## src/rtl/cbs_core.sv

```systemverilog
// cbs_core: single-cycle 32-bit load/store execution core.
// Each clock, one instruction is fetched from the instruction memory,
// decoded, executed and retired.
//
// Ports:
//   clk            rising-edge clock for all state
//   rst            asynchronous active-low reset (clears PC and registers)
//   i_prog_we      programming write strobe
//   i_prog_target  0 = instruction memory, 1 = data memory
//   i_prog_addr    programming word index (out-of-range ignored)
//   i_prog_data    programming write data
//   i_dbg_reg_sel  debug register index
//   o_dbg_reg      register word at i_dbg_reg_sel (combinational)
//   i_dbg_mem_sel  debug data memory index
//   o_dbg_mem      data memory word at i_dbg_mem_sel (combinational)
//   o_pc           current PC
//   o_instr        current instruction
//   o_alu          current ALU result
module cbs_core #(
    parameter int  NUM_REG   = 5,
    parameter int  REG_WIDTH = 32,
    parameter int  NUM_INSTR = 10,
    parameter int  NUM_MEM   = 5,
    localparam int RS        = $clog2(NUM_REG),
    localparam int PCW       = $clog2(NUM_INSTR),
    localparam int MS        = $clog2(NUM_MEM)
) (
    input  logic                 clk,
    input  logic                 rst,
    input  logic                 i_prog_we,
    input  logic                 i_prog_target,
    input  logic [REG_WIDTH-1:0] i_prog_addr,
    input  logic [REG_WIDTH-1:0] i_prog_data,
    input  logic [RS-1:0]        i_dbg_reg_sel,
    output logic [REG_WIDTH-1:0] o_dbg_reg,
    input  logic [MS-1:0]        i_dbg_mem_sel,
    output logic [REG_WIDTH-1:0] o_dbg_mem,
    output logic [PCW-1:0]       o_pc,
    output logic [REG_WIDTH-1:0] o_instr,
    output logic [REG_WIDTH-1:0] o_alu
);

    localparam int IMMW = REG_WIDTH - 6 - 3 * RS;

    typedef enum logic [5:0] {
        OP_NOP = 6'b000000,
        OP_ADD = 6'b000001,
        OP_SUB = 6'b000010,
        OP_AND = 6'b000011,
        OP_OR  = 6'b000100,
        OP_XOR = 6'b000101,
        OP_SLT = 6'b000110,
        OP_SLL = 6'b000111,
        OP_SRL = 6'b001000,
        OP_LW  = 6'b010000,
        OP_SW  = 6'b010001,
        OP_BEQ = 6'b100000,
        OP_BNE = 6'b100001,
        OP_BLT = 6'b100010,
        OP_BGE = 6'b100011
    } opcode_e;

    typedef struct packed {
        logic [5:0]           op;
        logic [RS-1:0]        a;
        logic [RS-1:0]        b;
        logic [RS-1:0]        c;
        logic [REG_WIDTH-1:0] imm;
    } dec_t;

    logic [REG_WIDTH-1:0] r_regs [NUM_REG];
    logic [REG_WIDTH-1:0] r_imem [NUM_INSTR];
    logic [REG_WIDTH-1:0] r_dmem [NUM_MEM];
    logic [PCW-1:0]       r_pc;

    logic [REG_WIDTH-1:0] w_instr;
    dec_t                 w_dec;
    logic [REG_WIDTH-1:0] w_ra;
    logic [REG_WIDTH-1:0] w_rb;
    logic [REG_WIDTH-1:0] w_alu;
    logic                 w_taken;
    logic [PCW-1:0]       w_next_pc;
    logic [MS-1:0]        w_mem_addr;
    logic                 w_mem_ok;
    logic [REG_WIDTH-1:0] w_ld_data;
    logic                 w_reg_we;
    logic [REG_WIDTH-1:0] w_wdata;
    logic                 w_st_we;
    logic                 w_prog_imem;
    logic                 w_prog_dmem;

    // Field split MSB first: opcode, A, B, C, then a sign-extended immediate.
    function automatic dec_t opd_32(input logic [REG_WIDTH-1:0] ins);
        dec_t d;
        d.op  = ins[REG_WIDTH-1 -: 6];
        d.a   = ins[REG_WIDTH-7 -: RS];
        d.b   = ins[REG_WIDTH-7-RS -: RS];
        d.c   = ins[REG_WIDTH-7-2*RS -: RS];
        d.imm = {{(REG_WIDTH-IMMW){ins[IMMW-1]}}, ins[IMMW-1:0]};
        return d;
    endfunction

    // Memory ops compute the effective address; branches compute the target.
    function automatic logic [REG_WIDTH-1:0] alu(
        input logic [5:0]           op,
        input logic [REG_WIDTH-1:0] a,
        input logic [REG_WIDTH-1:0] b,
        input logic [REG_WIDTH-1:0] imm,
        input logic [REG_WIDTH-1:0] pcx
    );
        logic [REG_WIDTH-1:0] r;
        r = '0;
        case (op)
            OP_ADD:                         r = a + b;
            OP_SUB:                         r = a - b;
            OP_AND:                         r = a & b;
            OP_OR:                          r = a | b;
            OP_XOR:                         r = a ^ b;
            OP_SLT:                         r[0] = ($signed(a) < $signed(b));
            OP_SLL:                         r = a << b[4:0];
            OP_SRL:                         r = a >> b[4:0];
            OP_LW, OP_SW:                   r = a + imm;
            OP_BEQ, OP_BNE, OP_BLT, OP_BGE: r = pcx + imm;
            default:                        r = '0;
        endcase
        return r;
    endfunction

    function automatic logic cmp(
        input logic [5:0]           op,
        input logic [REG_WIDTH-1:0] a,
        input logic [REG_WIDTH-1:0] b
    );
        logic t;
        t = 1'b0;
        case (op)
            OP_BEQ:  t = (a == b);
            OP_BNE:  t = (a != b);
            OP_BLT:  t = ($signed(a) <  $signed(b));
            OP_BGE:  t = ($signed(a) >= $signed(b));
            default: t = 1'b0;
        endcase
        return t;
    endfunction

    always_comb begin
        w_instr = '0;
        if (32'(r_pc) < 32'(NUM_INSTR)) begin
            w_instr = r_imem[r_pc];
        end
        w_dec = opd_32(w_instr);

        w_ra = '0;
        w_rb = '0;
        if (32'(w_dec.a) < 32'(NUM_REG)) w_ra = r_regs[w_dec.a];
        if (32'(w_dec.b) < 32'(NUM_REG)) w_rb = r_regs[w_dec.b];

        w_alu     = alu(w_dec.op, w_ra, w_rb, w_dec.imm, REG_WIDTH'(r_pc));
        w_taken   = cmp(w_dec.op, w_ra, w_rb);
        w_next_pc = w_taken ? w_alu[PCW-1:0] : r_pc + PCW'(1);

        w_mem_addr = w_alu[MS-1:0];
        w_mem_ok   = (32'(w_mem_addr) < 32'(NUM_MEM));
        w_ld_data  = '0;
        if (w_mem_ok) w_ld_data = r_dmem[w_mem_addr];

        w_reg_we = 1'b0;
        case (w_dec.op)
            OP_ADD, OP_SUB, OP_AND, OP_OR, OP_XOR,
            OP_SLT, OP_SLL, OP_SRL, OP_LW: w_reg_we = (32'(w_dec.c) < 32'(NUM_REG));
            default:                       w_reg_we = 1'b0;
        endcase
        w_wdata = (w_dec.op == OP_LW) ? w_ld_data : w_alu;
        w_st_we = (w_dec.op == OP_SW) && w_mem_ok;

        w_prog_imem = i_prog_we && !i_prog_target && (i_prog_addr < REG_WIDTH'(NUM_INSTR));
        w_prog_dmem = i_prog_we &&  i_prog_target && (i_prog_addr < REG_WIDTH'(NUM_MEM));
    end

    always_ff @(posedge clk or negedge rst) begin
        if (!rst) begin
            r_pc <= '0;
            for (int unsigned i = 0; i < NUM_REG; i++) begin
                r_regs[i] <= '0;
            end
        end else begin
            r_pc <= w_next_pc;
            if (w_reg_we) begin
                r_regs[w_dec.c] <= w_wdata;
            end
        end
    end

    // Memories are never reset. The programming write is issued after the
    // core store so that it wins when both target the same word.
    always_ff @(posedge clk) begin
        if (rst && w_st_we) begin
            r_dmem[w_mem_addr] <= w_rb;
        end
        if (w_prog_dmem) begin
            r_dmem[i_prog_addr[MS-1:0]] <= i_prog_data;
        end
        if (w_prog_imem) begin
            r_imem[i_prog_addr[PCW-1:0]] <= i_prog_data;
        end
    end

    always_comb begin
        o_dbg_reg = '0;
        o_dbg_mem = '0;
        if (32'(i_dbg_reg_sel) < 32'(NUM_REG)) o_dbg_reg = r_regs[i_dbg_reg_sel];
        if (32'(i_dbg_mem_sel) < 32'(NUM_MEM)) o_dbg_mem = r_dmem[i_dbg_mem_sel];
    end

    assign o_pc    = r_pc;
    assign o_instr = w_instr;
    assign o_alu   = w_alu;

endmodule

```

## config.mk

```make
export PLATFORM = sky130hd
export DESIGN_NAME = cbs_core
export DESIGN_NICKNAME = d
export VERILOG_FILES = /design/src/rtl/cbs_core.sv
export SDC_FILE = /design/constraint.sdc
export NUM_CORES = 2
export LEC_CHECK = 0
export CAP_MARGIN = 20
export CORE_MARGIN = 4
export CORE_UTILIZATION = 25
export CTS_CLUSTER_SIZE = 40
export DETAILED_ROUTE_END_ITERATION = 10
export SYNTH_ARGS = -nofsm -noshare
export SYNTH_HDL_FRONTEND = slang
export SYNTH_SLANG_ARGS = --single-unit
```

## constraint.sdc

```tcl
create_clock -name clk -period 14 [get_ports clk]
set_input_delay 1.4 -clock clk [delete_from_list [all_inputs] [get_ports clk]]
set_output_delay 1.4 -clock clk [all_outputs]
set_load 0.02 [all_outputs]
```

### Yosys cells after proc, flatten, opt, wreduce, memory -nomap -nowiden

Memories as Yosys holds them, arrays and structs flattened.
Cells that the tools add are included.

| word-level totals | value |
|---|---|
| flip-flop bits (word level) | 164 |
| memory bits (writable) | 480 |
| input port bits | 74 |
| output and inout port bits | 132 |
| logic and storage cells | 95 |
| memories kept | 2 |

| operators by class | value |
|---|---|
| add/subtract/negate cells | 5 |
| magnitude comparators | 16 |
| equal/unequal tests | 16 |
| shifts and indexed selects | 2 |
| multiplexer cells | 30 |
| bitwise operators | 7 |
| reductions and logical operators | 11 |

Memory list:

| memory | words | width | rd ports | clocked after memory_dff | write ports | line | RTL |
|---|---|---|---|---|---|---|---|
| r_imem | 10 | 32 | 1 | 0 | 1 | 72 | `logic [REG_WIDTH-1:0] r_imem [NUM_INSTR];` |
| r_dmem | 5 | 32 | 2 | 0 | 2 | 73 | `logic [REG_WIDTH-1:0] r_dmem [NUM_MEM];` |

Operator list:

| kind | number |
|---|---|
| 32-bit 2-to-1 mux | 14 |
| 32-bit binary-select mux with 3-bit select | 3 |
| 31-bit case mux with 9 select lines | 1 |
| 160-bit bitwise mux | 1 |
| 32-bit demux with 3-bit select | 1 |
| 32-bit adder | 2 |
| 32-bit bitwise AND | 1 |
| 32-bit == test | 1 |
| 32-bit greater-or-equal comparator | 1 |
| 32-bit by 3-bit < comparator with 1-bit output, second input constant | 1 |
| 32-bit < comparator | 1 |
| 32-bit by 4-bit < comparator with 1-bit output, second input constant | 1 |
| 32-bit != test | 1 |
| 32-bit bitwise OR | 1 |
| 32-bit by 5-bit left shift with 32-bit output | 1 |
| 32-bit by 5-bit right shift with 32-bit output | 1 |
| 32-bit subtractor | 1 |
| 32-bit bitwise XOR | 1 |
| 6-bit by 3-bit == test with 1-bit output, second input constant | 4 |
| 6-bit == test, second input constant | 4 |
| 5-bit by 17-bit adder with 18-bit output | 1 |
| 3-bit < comparator, second input constant | 6 |
| 4-bit greater-or-equal comparator, second input constant | 4 |
| 3-bit inverter with 4-bit output | 4 |
| other kinds (16) | 30 |

### Logic depth before layout (Yosys ltp)

| depth | value |
|---|---|
| depth after elaboration | 14 |
| depth in mapped cells | 33 |
| mapped depth without buffers | 25 |

### Least setup slack after synthesis

Ideal clock, no wire load.

| path | value |
|---|---|
| path kind | register to register |
| start point | register r_pc[1], in the netlist o_pc[1] |
| end point | memory r_dmem[2][0] (enable) |
| setup time | 0.511 ns |
| arrival | 9.568 ns |
| data required time | 13.489 ns |
| slack | 3.921 ns |
| cell stages (with the launch flop) | 27 |
| buffers on the path | 10 |
| period minus slack after synthesis | 10.079 ns |
| cell sequence | dfrtp_1 > buf_4 > and2_1 > buf_2 > a22o_1 > o32a_1 > and2_4 > a221oi_2 > buf_2 > buf_2 > buf_1 > clkbuf_1 > clkbuf_1 > ha_1 > o21ai_0 > a21o_1 > a21o_1 > a211oi_1 > a21oi_1 > a31oi_1 > o221ai_1 > nor3_4 > inv_2 > buf_4 > buf_2 > buf_2 > o41ai_1 |

RTL lines:

| element | line | RTL |
|---|---|---|
| start: declaration | 74 | `logic [PCW-1:0] r_pc;` |
| start signal: assignment | 187 | `r_pc <= w_next_pc;` |
| end: declaration | 73 |  |

### Worst setup path in the final report

| path | value |
|---|---|
| start point | register r_pc[2], in the netlist o_pc[2] |
| end point | output o_alu[27] |

| between the ends | value |
|---|---|
| longest elaborated chain between the ends | 9 |
| elaborated cells on any way between the ends | 40 |
| those cells by class | add/sub (4); order compare (3); eq/ne (13); shift (2); mux (10); bitwise (5); reduce/logical (2); memory (1) |

RTL lines:

| element | line | RTL |
|---|---|---|
| memory read 10 x 32 bit or 4-bit < comparator (tied branches) | -- |  |
| 32-bit 2-to-1 mux | 148 | `if (32'(r_pc) < 32'(NUM_INSTR)) begin` |
| 3-bit inverter with 4-bit output (on tied branches) | 155, 156 |  |
| 32-bit binary-select mux with 3-bit select (on tied branches) | 155, 156 |  |
| 32-bit 2-to-1 mux (on tied branches) (3 in series) | 155, 156 |  |
| 32-bit adder (tied with other cells) | 122 | `OP_LW, OP_SW: r = a + imm;` |
| 31-bit case mux with 9 select lines (*) | 113 | `case (op)` |
| end: declaration | 40 | `output logic [REG_WIDTH-1:0] o_alu` |

Every way passes the cells marked *; elsewhere a longest branch is shown, timed or not. The select of a mux whose other input is x is not followed.

==> results.tsv <==
stage	metric	value	unit
finish	Post-layout nets	4756	
drt	Residual DRC	0	
clock_tree	clk root buf	clkbuf_16	
finish	Filler cells	17900	
clock_tree	Skew-Pair Late Insertion Delay	0.69	ns
clock_tree	H-tree depth	3	
timing	fin worst setup slack	2.24	ns
global_routing	vias in the first global route	37300	
die	Initial Utilization	25.2	%
die	DIE AREA	180000	µm²
setup_path	CP max-delay cell	a2111oi_0	
timing	TNS Setup	0	ns
drt	wire length per cell	28.6	µm
place	HPWL after DPL	142	mm
timing	min cycle time layout	11.76	ns
clock_tree	CTS max path bufs	3	
clock_tree	# clock sinks	644	
finish	multi-input logic area	22800	µm²
setup_path	CP delay by family, top	compound AO/OA/AOI/OAI gates	
finish	most frequent cells in the layout	edfxtp_1 (480), nand2_1 (407), nor2_1 (407)	
setup_path	WP buf/inv	6	
yosys	post-synthesis async set-or-reset flop share	25.5	%
drt	Routed WL	197	mm
finish	Synth-to-Final Area Change	16.9	%
clock_tree	CTS resizes	0	
yosys	total nets after synthesis	4651	
drt	via count	39400	
drt	post-route ant nets	0	
setup_path	Critical Path Start	o_pc[2]	
finish	commonest non-fill, non-tap cell in the layout	edfxtp_1	
yosys	register area share after synthesis	42.8	%
clock_tree	CTS tree	built	
global_routing	GRT Util Overall	21.1	%
die	chip width	424	µm
setup_path	WS Path Type	reg -> out	
clock_tree	Worst-path clk slew	0.06	ns
timing	Fin Clk Skew	0.0478	ns
global_routing	total grt overflow	0	
setup_path	Crit Reg-Reg Startpoint	o_pc[2]	
setup_path	CP required	12.60	ns
place	GP Congestion	1.01	
finish	share of cells above drive strength 1	12.2	%
timing	Fin. Hold Viols	0	
setup_path	crit end category	output port	
yosys	main flop type after synthesis	edfxtp_1	
die	Die Ht	424	µm
setup_path	worst flop-to-flop path endpoint	r_dmem[0][7]	
timing	RSZ-0062 raised after global routing	false	
drt	first-iteration detailed-routing DRC count	5885	
setup_path	Max Fanout on Critical Path	43	
setup_path	crit-path max cell delay	1.02	ns
yosys	Synth Cell Area	43300	µm²
yosys	Synthesis Warnings	0	
setup_path	Crit. path cell count	24	
yosys	number of distinct library cells after synthesis	107	
clock_tree	post-CTS setup buffers	0	
place	pre-CTS WS	3.07	ns
yosys	Syn Inst Count	4440	
drt	Vias/cell	5.70	
outcome	status	finished clean	
die	Rows	152	
finish	Sequential Area	18500	µm²
global_routing	global-route wire length before repair	280	mm
min_path	worst hold path type	reg -> reg	
yosys	#FFs+latches synth	644	
flow_run	Max-Cap Viols	0	
drt	drt pass-1 iters	9	
timing	Slew headroom	13.7	%
timing	Setup Viol. Count Final	0	
yosys	EDFF count, synth	480	
place	Port Buffers	205	
timing	FMAX	0.0850	GHz
timing	Tightest Pin Transition	1.30	ns
timing	Max Slew Vio Count	0	
clock_tree	CTS Buf Count	68	
clock_tree	Hold-fix buffers, CTS	0	
timing	period utilization	84.0	%
setup_path	CP endpoint	o_alu[27]	
setup_path	Cell Chain, Critical Path	buf_4, nor2b_2, nand2_1, buf_4, a31oi_4, inv_2, mux2_1, a211o_1, buf_4, ha_1, o21ai_0, nand2b_1, o2111ai_1, o21ai_0, nand3_1, a2111oi_0, o21ai_0, a31oi_1, o221ai_1, a21oi_1, o211ai_1, a21oi_1, inv_1, clkdlybuf4s50_1	
setup_path	Reg2Reg Depth	25	
global_routing	initial antenna violation count	8	
die	I/O pins	206	
setup_path	reg2reg setup slack	3.01	ns
setup_path	critical path startpoint category	flop	
setup_path	WP data arrival	10.36	ns
die	area of the core	172000	µm²
yosys	synthesized area per cell	9.75	µm²
global_routing	largest net degree at the start of global routing	72	
[per-layer routing]
layer	routed length (µm)	global-route usage, %	vias to the layer above
li1	-	-	17100
met1	76600	27.2	19400
met2	84500	31.8	2490
met3	21300	5.32	464
met4	14900	12.9	4
met5	21	0	-
[kinds of logic after synthesis]
kind of cell,synth area share (%)
AOI/OAI and AO/OA,21.1
and+or+nand+nor,13.4
DFF,42.8
buffers and inverters,5.08
muxes,12.5
adders and majority gates,4.03
xor gates and xnor gates,1.19
[state kept, by name, indices dropped and copies added, names as in the netlist]
| register | count |
|---|---|
| o_pc | 4 |
| r_dmem | 160 |
| r_regs | 160 |
| r_imem | 320 |
[synth_stat cells, drive strengths merged (32+ instances only)]
cell | count | area share, %
a211oi | 44 | 0.77
a21o | 49 | 0.85
a21oi | 387 | 4.5
a22oi | 76 | 1.3
a31oi | 64 | 0.99
a32oi | 33 | 0.67
and3 | 44 | 0.64
buf | 127 | 1.8
clkbuf | 222 | 1.9
dfrtp | 164 | 9.5
edfxtp | 480 | 33
ha | 133 | 3.8
inv | 161 | 1.4
mux2 | 98 | 2.6
mux2i | 267 | 6.2
mux4 | 72 | 3.7
nand2 | 410 | 3.6
nand3 | 122 | 1.4
nor2 | 421 | 3.7
nor3 | 61 | 0.74
nor4 | 45 | 0.68
o211ai | 57 | 0.99
o21ai | 262 | 3.0
o22ai | 97 | 1.4
o31ai | 33 | 0.62
xnor2 | 32 | 0.65
[area by class of cell]
class | instances | share of cell area [%]
Timing Repair Buffer | 384 | 6.74
Multi-Input combinational cell | 3286 | 45.1
Clock buffer | 84 | 3.54
Inverter | 161 | 1.20
Antenna cell | 1 | 0.00494
Tap cell | 2310 | 5.71
Clock inverter | 40 | 1.15
Sequential cell | 644 | 36.6
[per-stage QoR]
step	std cells	hold WS (ns)	area, µm²	utilization (%)
6_report	6910	0.527	50600	29.4
5_1_grt	6909	0.571	50600	29.4
4_1_cts	6907	0.525	50600	29.4
3_5_place_dp	6783	0.512	48200	28.0
3_3_place_gp	6781	0.508	48200	28.0
2_1_floorplan	4440	0.471	43300	-
[tightest hold or removal path: cells and delay by family (launching register included)]
family | cells | cell delay [ns]
simple gates | 1 | 0.05
flops | 1 | 0.37
compound gates | 1 | 0.06
[worst min path at each step]
stage,startpoint,endpoint,slack [ns],cells after the start
3_3_place_gp,r_regs[154],r_regs[154],0.51,2
2_1_floorplan,r_regs[154],r_regs[154],0.47,2
3_5_place_dp,r_regs[154],r_regs[154],0.51,2
6_report,r_regs[154],r_regs[154],0.53,2
5_1_grt,r_regs[154],r_regs[154],0.57,2
4_1_cts,r_regs[154],r_regs[154],0.53,2
Power is left out: the tool's default activity adds up to more than one toggle a clock period on the data nets, which glitch-free logic cannot reach.
